`config.mk`:
```
export PLATFORM = sky130hd
export DESIGN_NAME = mem_data_ctrl_flat
export DESIGN_NICKNAME = d
export VERILOG_FILES = /design/src/rtl/mem_data_ctrl_pkg.sv /design/src/rtl/mem_data_ctrl_if.sv /design/src/rtl/mem_data_ctrl.sv /design/src/flat_wrapper.sv
export SDC_FILE = /design/constraint.sdc
export NUM_CORES = 1
export LEC_CHECK = 0
export ABC_AREA = 1
export CORE_MARGIN = 1
export CORE_UTILIZATION = 45
export CTS_CLUSTER_DIAMETER = 50
export DETAILED_ROUTE_END_ITERATION = 7
export GPL_TIMING_DRIVEN = 1
export PLACE_DENSITY = 0.74
export SYNTH_ARGS = -nofsm -noshare
export SYNTH_HDL_FRONTEND = slang
export SYNTH_SLANG_ARGS = --single-unit
```
`constraint.sdc`:
```
create_clock -name clk -period 1.9 [get_ports clk]
set_input_delay 0.38 -clock clk [delete_from_list [all_inputs] [get_ports clk]]
set_output_delay 0.38 -clock clk [all_outputs]
set_load 0.01 [all_outputs]
```
`src/rtl/mem_data_ctrl_pkg.sv`:
```
// rtl/mem_data_ctrl_pkg.sv - shared states and constants for the MEM-stage data port responder
package mem_data_ctrl_pkg;

  typedef enum logic [1:0] {
    ST_IDLE = 2'd0,
    ST_RD   = 2'd1,
    ST_WR   = 2'd2,
    ST_DONE = 2'd3
  } state_e;

  localparam logic        CHIP_ENABLE  = 1'b1;
  localparam logic        WRITE_ENABLE = 1'b1;
  localparam logic [31:0] ZERO_WORD    = 32'h0000_0000;
  localparam int          BYTE_W       = 8;

endpackage

```
`src/rtl/mem_data_ctrl_if.sv`:
```
// rtl/mem_data_ctrl_if.sv - MEM-stage request/response bundle between pipeline and data controller
interface mem_data_ctrl_if
  import mem_data_ctrl_pkg::*;
  ();

  logic                  mem_ce_i;
  logic                  mem_we_i;
  logic [31:0]           mem_addr_i;
  logic [3:0]            mem_sel_i;
  logic [4*BYTE_W-1:0]   mem_data_i;
  logic [4*BYTE_W-1:0]   mem_data_o;
  logic                  busy_o;

  modport master (
    output mem_ce_i, mem_we_i, mem_addr_i, mem_sel_i, mem_data_i,
    input  mem_data_o, busy_o
  );

  modport slave (
    input  mem_ce_i, mem_we_i, mem_addr_i, mem_sel_i, mem_data_i,
    output mem_data_o, busy_o
  );

endinterface

```
`src/rtl/mem_data_ctrl.sv`:
```
// rtl/mem_data_ctrl.sv - serialises word load/store requests onto a byte-wide synchronous RAM
module mem_data_ctrl
  import mem_data_ctrl_pkg::*;
#(
  parameter int RAM_AW = 32,
  parameter int CNT_W  = 3
) (
  input  logic              clk,
  input  logic              rst,
  mem_data_ctrl_if.slave    mem,
  output logic [RAM_AW-1:0] ram_a_o,
  output logic [BYTE_W-1:0] ram_dout_o,
  output logic              ram_wr_o,
  input  logic [BYTE_W-1:0] ram_din_i
);

  state_e              state_q, state_d;
  logic [CNT_W-1:0]    cnt_q, cnt_d;
  logic [31:0]         base_q, base_d;
  logic [2:0]          sel_hi_q, sel_hi_d;
  logic [23:0]         wdata_hi_q, wdata_hi_d;
  logic [31:0]         rdata_q, rdata_d;
  logic [RAM_AW-1:0]   ram_a_q, ram_a_d;
  logic [BYTE_W-1:0]   ram_dout_q, ram_dout_d;
  logic                ram_wr_q, ram_wr_d;

  logic [31:0]         req_base;
  logic [31:0]         addr_next;

  assign req_base  = mem.mem_addr_i & ~32'h0000_0003;
  assign addr_next = base_q + 32'(cnt_q) + 32'd1;

  always_comb begin
    state_d    = state_q;
    cnt_d      = cnt_q;
    base_d     = base_q;
    sel_hi_d   = sel_hi_q;
    wdata_hi_d = wdata_hi_q;
    rdata_d    = rdata_q;
    ram_a_d    = ram_a_q;
    ram_dout_d = ram_dout_q;
    ram_wr_d   = ram_wr_q;

    case (state_q)
      ST_IDLE: begin
        ram_wr_d = 1'b0;
        if (mem.mem_ce_i == CHIP_ENABLE) begin
          // Lane 0 goes out straight from the request, so only lanes 1..3 are kept.
          base_d     = req_base;
          sel_hi_d   = mem.mem_sel_i[3:1];
          wdata_hi_d = mem.mem_data_i[31:8];
          cnt_d      = '0;
          ram_a_d    = RAM_AW'(req_base);
          if (mem.mem_we_i == WRITE_ENABLE) begin
            state_d    = ST_WR;
            ram_dout_d = mem.mem_data_i[7:0];
            ram_wr_d   = mem.mem_sel_i[0];
          end else begin
            state_d = ST_RD;
          end
        end
      end

      ST_RD: begin
        // RAM data lags the address by one cycle, so cnt=k captures byte k-1.
        case (cnt_q)
          CNT_W'(1): rdata_d[7:0]   = ram_din_i;
          CNT_W'(2): rdata_d[15:8]  = ram_din_i;
          CNT_W'(3): rdata_d[23:16] = ram_din_i;
          CNT_W'(4): rdata_d[31:24] = ram_din_i;
          default: ;
        endcase
        if (cnt_q < CNT_W'(4)) begin
          ram_a_d = RAM_AW'(addr_next);
          cnt_d   = cnt_q + CNT_W'(1);
        end else begin
          state_d = ST_DONE;
        end
      end

      ST_WR: begin
        if (cnt_q < CNT_W'(3)) begin
          ram_a_d = RAM_AW'(addr_next);
          cnt_d   = cnt_q + CNT_W'(1);
          case (cnt_q)
            CNT_W'(0): begin
              ram_dout_d = wdata_hi_q[7:0];
              ram_wr_d   = sel_hi_q[0];
            end
            CNT_W'(1): begin
              ram_dout_d = wdata_hi_q[15:8];
              ram_wr_d   = sel_hi_q[1];
            end
            default: begin
              ram_dout_d = wdata_hi_q[23:16];
              ram_wr_d   = sel_hi_q[2];
            end
          endcase
        end else begin
          ram_wr_d = 1'b0;
          state_d  = ST_DONE;
        end
      end

      ST_DONE: state_d = ST_IDLE;

      default: state_d = ST_IDLE;
    endcase
  end

  always_ff @(posedge clk) begin
    if (rst) begin
      state_q    <= ST_IDLE;
      cnt_q      <= '0;
      base_q     <= ZERO_WORD;
      sel_hi_q   <= '0;
      wdata_hi_q <= '0;
      rdata_q    <= ZERO_WORD;
      ram_a_q    <= '0;
      ram_dout_q <= '0;
      ram_wr_q   <= 1'b0;
    end else begin
      state_q    <= state_d;
      cnt_q      <= cnt_d;
      base_q     <= base_d;
      sel_hi_q   <= sel_hi_d;
      wdata_hi_q <= wdata_hi_d;
      rdata_q    <= rdata_d;
      ram_a_q    <= ram_a_d;
      ram_dout_q <= ram_dout_d;
      ram_wr_q   <= ram_wr_d;
    end
  end

  assign mem.busy_o     = (state_q == ST_IDLE) ? mem.mem_ce_i : (state_q != ST_DONE);
  assign mem.mem_data_o = rdata_q;
  assign ram_a_o        = ram_a_q;
  assign ram_dout_o     = ram_dout_q;
  assign ram_wr_o       = ram_wr_q;

endmodule

```
`src/flat_wrapper.sv`:
```
// flat-port wrapper written by rule: the top's interface ports become plain ports
module mem_data_ctrl_flat import mem_data_ctrl_pkg::*;
#(
  parameter int RAM_AW = 32,
  parameter int CNT_W  = 3
)
  (clk, rst, ram_a_o, ram_dout_o, ram_wr_o, ram_din_i, mem_mem_ce_i, mem_mem_we_i, mem_mem_addr_i, mem_mem_sel_i, mem_mem_data_i, mem_mem_data_o, mem_busy_o);
  mem_data_ctrl_if mem_i ();
  input  logic clk;
  input  logic rst;
  output logic [RAM_AW-1:0] ram_a_o;
  output logic [BYTE_W-1:0] ram_dout_o;
  output logic ram_wr_o;
  input  logic [BYTE_W-1:0] ram_din_i;
  input wire logic [$bits(mem_i.mem_ce_i)-1:0] mem_mem_ce_i;
  input wire logic [$bits(mem_i.mem_we_i)-1:0] mem_mem_we_i;
  input wire logic [$bits(mem_i.mem_addr_i)-1:0] mem_mem_addr_i;
  input wire logic [$bits(mem_i.mem_sel_i)-1:0] mem_mem_sel_i;
  input wire logic [$bits(mem_i.mem_data_i)-1:0] mem_mem_data_i;
  output wire logic [$bits(mem_i.mem_data_o)-1:0] mem_mem_data_o;
  output wire logic [$bits(mem_i.busy_o)-1:0] mem_busy_o;
  assign mem_i.mem_ce_i = mem_mem_ce_i;
  assign mem_i.mem_we_i = mem_mem_we_i;
  assign mem_i.mem_addr_i = mem_mem_addr_i;
  assign mem_i.mem_sel_i = mem_mem_sel_i;
  assign mem_i.mem_data_i = mem_mem_data_i;
  assign mem_mem_data_o = mem_i.mem_data_o;
  assign mem_busy_o = mem_i.busy_o;
  mem_data_ctrl #(.RAM_AW(RAM_AW), .CNT_W(CNT_W)) u_core (.clk(clk), .rst(rst), .mem(mem_i), .ram_a_o(ram_a_o), .ram_dout_o(ram_dout_o), .ram_wr_o(ram_wr_o), .ram_din_i(ram_din_i));
endmodule
```
==> results of run 1 <==
-- state kept, by name, indices dropped and copies added, names as in the netlist --
name	flops
u_core.base_q	30
u_core.cnt_q	3
u_core.mem.mem_data_o	32
u_core.ram_a_o	30
u_core.ram_dout_o	8
u_core.ram_wr_o	1
u_core.sel_hi_q	3
u_core.state_q	2
u_core.wdata_hi_q	24
-- power by group through the flow --
| stage | registers, uW | clock network, uW | logic [uW] |
|---|---|---|---|
| after detailed placement | 4020 | 0 | 4540 |
| after global routing | 4070 | 3570 | 5160 |
| after global placement | 4010 | 0 | 4500 |
| after floorplan | 4080 | 0 | 2550 |
| after CTS | 3980 | 3410 | 4570 |
| final | 3980 | 3370 | 4650 |
-- cells in the mapped netlist, types with 4 or more instances --
master | n | area share
dfxtp_1 | 133 | 0.43
a21oi_1 | 91 | 0.073
o21ai_1 | 4 | 0.0032
clkbuf_1 | 31 | 0.019
buf_4 | 4 | 0.0048
xor2_1 | 4 | 0.0056
nand4_1 | 12 | 0.012
ha_1 | 9 | 0.018
inv_1 | 55 | 0.033
nand2_1 | 234 | 0.14
o21ai_0 | 91 | 0.073
o211ai_1 | 4 | 0.0048
inv_2 | 7 | 0.0042
nor2_2 | 4 | 0.0040
nand3_1 | 71 | 0.057
nor2_1 | 143 | 0.086
buf_2 | 8 | 0.0064
-- cell type report --
class	instances	area [um2]	share of cell area
clock inverter	12	153	0.0174
sequential	133	2670	0.305
inverter	63	239	0.0273
clock buffer	20	457	0.0522
multi-input combinational	686	3180	0.363
tap	176	220	0.0252
timing repair buffer	188	1840	0.210
-- worst max-delay path by stage --
stage / slack (ps) / cells after the start / endpoint / from
final: 60 / 2 / ram_a_o[1] / u_core.cnt_q[1]
after detailed placement: -140 / 12 / u_core.ram_a_o[22] / mem_mem_ce_i
after floorplan: 50 / 6 / mem_busy_o / u_core.state_q[0]
after global placement: -120 / 4 / mem_busy_o / mem_mem_ce_i
after global routing: -30 / 11 / u_core.ram_a_o[23] / u_core.cnt_q[2]
after CTS: -0.5 / 5 / mem_busy_o / u_core.state_q[1]
-- logic make-up after synthesis --
logic type,Yosys count,share of synthesized area
simple gates,475,0.315
buf+inv,110,0.0725
compound gates,195,0.160
xor+xnor,6,0.00841
flops,133,0.426
fa+ha+maj,9,0.0180
-- timing repair --
action | 4_1_cts | 5_1_grt
endpoints found under the setup margin | 3 | 25
gates resized for setup | 5 | 13
pin swaps | 0 | 2
hold endpoints to repair | 0 | 0
buffers inserted | 0 | 0
gates cloned | 0 | 1
-- stage by stage --
stage | setup WS, ps | util | instances
2_1_floorplan | 51.8 | - | 928
3_3_place_gp | -117 | 0.604 | 1245
3_5_place_dp | -137 | 0.604 | 1245
4_1_cts | -0.523 | 0.649 | 1277
5_1_grt | -27.0 | 0.653 | 1278
6_report | 63.9 | 0.653 | 1278
-- routing by layer --
metal | vias up | share of wire | wire length (um) | global-route usage
met4 | 0 | 0.016 | 294 | 0.0867
met2 | 267 | 0.45 | 8170 | 0.404
met1 | 2951 | 0.45 | 8220 | 0.353
met5 | - | 0 | 0 | 0
met3 | 23 | 0.082 | 1480 | 0.0680
li1 | 3342 | - | - | -
-- worst reg2reg max path: stages (launching register included) --
cell	delay [ps]
dfxtp_1	330
ha_1	360
nand3_1	110
nand2_1	160
nand2_1	170
buf_4	170
inv_1	90
nand2_1	90
nand2_1	80
nand3_1	80
nand2_1	70
inv_1	30
==> results.ini, run 1 <==
[outcome]
status=completed

[setup_path]
cpPeakStageDelay_ps=540
worst_setup_path_end_kind=output port
cp_slowest_cell=clkdlybuf4s50_1
cp-start-kind=register
cp_cell_sequence=buf_4, clkdlybuf4s50_1
crit_family=buffers and inverters
crit_type=register to output port
reg2reg_to=u_core.ram_a_o[23]
r2r_setup_slack_ps=60
cp.arrival_ps=1460
r2r_cells=11
crit_buf_inv=2
r2r-start=u_core.cnt_q[2]
path_max_fanout=5
required_ps=1520

[synth]
ys_seq_elements=133
synth_edf_count=0
synth_fp_nets=1017
ys_warn_count=0
ys_seq_area_frac=0.426
synth_area_um2=6250
ys_types=29
ys_async_sr_fraction=0
synth_ff_type=dfxtp_1
avgSynthCellArea_um2=6.73
postSynthCellCount=928

[drt]
drtPass1Iterations=5
drt_wl_total_um=18200
drc=0
post_drt_via_cell_ratio=5.15
vias=6583
final_antenna_net_count=0
drt_first_iter_violations=567
post_drt_wl_per_cell_um=14.2

[timing]
period_minus_slack_ps=1840
fin_tns_setup_ps=0
finalCritPeriodShare=0.966
setup_viol=0
fmax_mhz=545
relSlewSlack=0.727
finalHoldViolCount=0
worst_slew_pin_slew_ps=410
fin_skew_ps=11.1
drv_slew=0
whs_ps=423
rsz0062_at_grt=yes

[finish]
layout.nets=1178
design_area_um2=8750
final_common_cell=nand2_1
diodes=0
syn_to_final_growth_pct=40.0
n_fill_cell=1226
final_cell_mix=nand2_1 (232), clkdlybuf4s50_1 (149), nor2_1 (140)
drive_gt1_frac=0.0898

[placed_design]
place_area_um2=8090
dp_hpwl_um=12800
io_buffers=151
place_congestion=0.913

[cts]
clk_pin_slew_ps=60
tritoncts=yes
clockBufferDepth=2
cts_buffers=17
cts_sinks=133
clock_latency_ps=420
holdBufCountCts=0
cts_root_buf=clkbuf_16
htree_num_levels=4

[power_and_ir_drop]
clkPwrFrac=0.281
p_int_uw=7690
pwr_density_cell_nw_per_um2=1370
pwr-share-seq=0.332
fin_total_pwr_uw=12000
p_switching_uw=4320
power.leakage_uw=0.00334
sw_frac_of_total=0.360
vdd.ir_drop.worst_uv=691
pwr-share-comb=0.388

[worst_hold_path]
hp-class=input pin to register
holdPathStages=3
min_to=u_core.ram_a_o[8]
worstHoldStart=rst

[global_routing]
grt_pass1_vias=5995
grt_pass1_wl_um=29400
antenna_found_initial=0
grt-ovfl-total=0
grt_usage=0.261
grt_max_degree=77

[floorplan]
start_util=0.466
fp-row-count=42
fp.dieW_um=120
die_area_um2=14400
io_pins=154
core-area_um2=13400
dieHeight_um=120

[run]
drv_cap=0

No activity file was read; power rests on OpenSTA's default activity.
==> run 2: changes to the inputs <==
--- a/config.mk
+++ b/config.mk
@@ -6,12 +6,15 @@
 export NUM_CORES = 1
 export LEC_CHECK = 0
 export ABC_AREA = 1
+export CELL_PAD_IN_SITES_DETAIL_PLACEMENT = 1
+export CELL_PAD_IN_SITES_GLOBAL_PLACEMENT = 2
 export CORE_MARGIN = 1
-export CORE_UTILIZATION = 45
+export CORE_UTILIZATION = 26
 export CTS_CLUSTER_DIAMETER = 50
 export DETAILED_ROUTE_END_ITERATION = 7
 export GPL_TIMING_DRIVEN = 1
-export PLACE_DENSITY = 0.74
+export PLACE_DENSITY_LB_ADDON = 0.1
+export RECOVER_POWER = 100
 export SYNTH_ARGS = -nofsm -noshare
 export SYNTH_HDL_FRONTEND = slang
 export SYNTH_SLANG_ARGS = --single-unit
==> run 2 against run 1 <==
  * Via count is 0.33% lower
  * Sequential power about the same
  * Wire length up 25%
  * Core utilization is 27 points lower
  * Clock-buffer cell count is 2 lower
==> results.ini, run 2 (synthesis gave the netlist of run 1 again) <==
[outcome]
status=completed  ; unchanged

[placed_design]
dp_hpwl_um=16800  ; was 12,800 um
io_buffers=151  ; unchanged
place_congestion=0.836  ; was 0.913
preCtsSetupSlack_ps=-151  ; was -137 ps

[setup_path]
r2r_setup_slack_ps=140  ; was 60 ps
cp.arrival_ps=1460  ; about the same
worstSetupStartpoint=u_core.cnt_q[1]  ; unchanged
cp-start-kind=register  ; unchanged
endpoint=ram_a_o[1]  ; unchanged
required_ps=1520  ; about the same
r2r_cells=12  ; was 11
crit_type=register to output port  ; unchanged
r2r-start=u_core.state_q[1]  ; was u_core.cnt_q[2]
path_max_fanout=5  ; unchanged
worst_setup_path_end_kind=output port  ; unchanged
reg2reg_to=u_core.ram_a_o[10]  ; was u_core.ram_a_o[23]

[global_routing]
grt_pass1_wl_um=35700  ; was 29,400 um
gr-max-usage-layer=met2  ; unchanged
grt_use_met3=0.0347  ; was 0.0680
antenna_found_initial=0  ; unchanged
grt_usage=0.190  ; was 0.261
grtUsageMet1=0.276  ; was 0.353
use_met2=0.285  ; was 0.404
grt_max_degree=56  ; was 77
grt-ovfl-total=0  ; unchanged
grt_pass1_vias=6427  ; was 5,995

[floorplan]
die_area_um2=24700  ; was 14,400 um2
fp-row-count=56  ; was 42
core-area_um2=23500  ; was 13,400 um2
io_pins=154  ; unchanged
fp.dieW_um=157  ; was 120 um
start_util=0.265  ; was 0.466
dieHeight_um=157  ; was 120 um

[timing]
rsz0062_at_grt=no  ; was yes
whs_ps=408  ; was 423 ps
relSlewSlack=0.545  ; was 0.727
fin_tns_setup_ps=0  ; unchanged
finalHoldViolCount=0  ; unchanged
fmax_mhz=542  ; was 545 MHz
period_minus_slack_ps=1840  ; about the same
worst_slew_pin_slew_ps=682  ; was 410 ps
drv_slew=0  ; unchanged
fin_skew_ps=10.6  ; was 11.1 ps
worst_slack_ps=55.3  ; was 63.9 ps
setup_viol=0  ; unchanged
finalCritPeriodShare=0.971  ; was 0.966

[worst_hold_path]
hp-class=input pin to register  ; unchanged

[power_and_ir_drop]
pwr_density_cell_nw_per_um2=1340  ; was 1370 nW/um2
power.leakage_uw=0.00361  ; was 0.00334 uW
vdd.ir_drop.worst_uv=556  ; was 691 uV

[cts]
clockBufferDepth=2  ; unchanged
clk_pin_slew_ps=70  ; was 60 ps
holdBufCountCts=0  ; unchanged
tritoncts=yes  ; unchanged
cts_buffers=17  ; unchanged
cts_sinks=133  ; unchanged
cts_setup_buffers=0  ; unchanged
clock_latency_ps=430  ; was 420 ps
htree_num_levels=4  ; unchanged
cts_root_buf=clkbuf_16  ; unchanged

[finish]
utilization=0.383  ; was 0.653
layout.nets=1189  ; was 1,178
syn_to_final_growth_pct=44.3  ; was 40.0%
final_cell_mix=nand2_1 (230), nor2_1 (138), dfxtp_1 (132)  ; was nand2_1 (232), clkdlybuf4s50_1 (149), nor2_1 (140)
drive_gt1_frac=0.103  ; was 0.0898
largest_register_ffs=32  ; unchanged
n_fill_cell=2985  ; was 1,226
final_common_cell=nand2_1  ; unchanged
diodes=0  ; unchanged

[drt]
post_drt_via_cell_ratio=4.58  ; was 5.15
final_antenna_net_count=0  ; unchanged
drt_first_iter_violations=325  ; was 567
vias=6561  ; was 6,583
post_drt_wl_per_cell_um=15.8  ; was 14.2 um
drtPass1Iterations=5  ; unchanged
drc=0  ; unchanged
drt_wl_total_um=22600  ; was 18,200 um

[run]
drv_cap=0  ; unchanged

-- run 2: final cells by class --
type | instances | area (um2) | share of cell area
Inverter | 63 | 236 | 0.0262
Clock inverter | 14 | 139 | 0.0154
Sequential cell | 133 | 2660 | 0.296
Tap cell | 319 | 399 | 0.0443
Clock buffer | 18 | 429 | 0.0476
Multi-Input combinational cell | 685 | 3200 | 0.355
Timing Repair Buffer | 200 | 1950 | 0.216
-- run 2: stage by stage --
step	power, uW	instance area (um2)	cells
2_1_floorplan	6630	6250	928
3_3_place_gp	8970	8390	1400
3_5_place_dp	9030	8390	1400
4_1_cts	12400	8970	1432
5_1_grt	13000	9010	1432
6_report	12000	9010	1432
-- run 2: worst min path at each step --
stage                                          from                        end  slack [ps]  cells after the start
after CTS                                       rst      u_core.wdata_hi_q[15]         400                      4
after detailed placement  u_core.mem.mem_data_o[14]  u_core.mem.mem_data_o[14]         460                      2
after global routing                            rst      u_core.wdata_hi_q[11]         420                      4
after floorplan                  u_core.sel_hi_q[0]         u_core.sel_hi_q[0]         430                      2
final                                           rst      u_core.wdata_hi_q[15]         410                      4
after global placement           u_core.sel_hi_q[0]         u_core.sel_hi_q[0]         450                      2
-- run 2: critical path, stage by stage (launching register included) --
cell             delay [ps]
dfxtp_1                 330
buf_4                   140
clkdlybuf4s50_1         570
-- run 2: per-layer routing --
layer | part of all wire | wire, um
met1 | 0.52 | 11900
met2 | 0.42 | 9560
met3 | 0.042 | 945
met4 | 0.012 | 262
met5 | 0 | 0
-- run 2: where the power goes --
part / switching, uW / total, uW / internal [uW]
Sequential: 485 / 3990 / 3500
Clock: 1410 / 3260 / 1840
Combinational: 2770 / 4800 / 2030
-- run 2: what timing repair did --
item | CTS | global route
pin swaps | 0 | 1
cloned | 0 | 0
endpoints found under the hold margin | 0 | 0
endpoints found under the setup margin | 10 | 21
resized for setup | 6 | 18
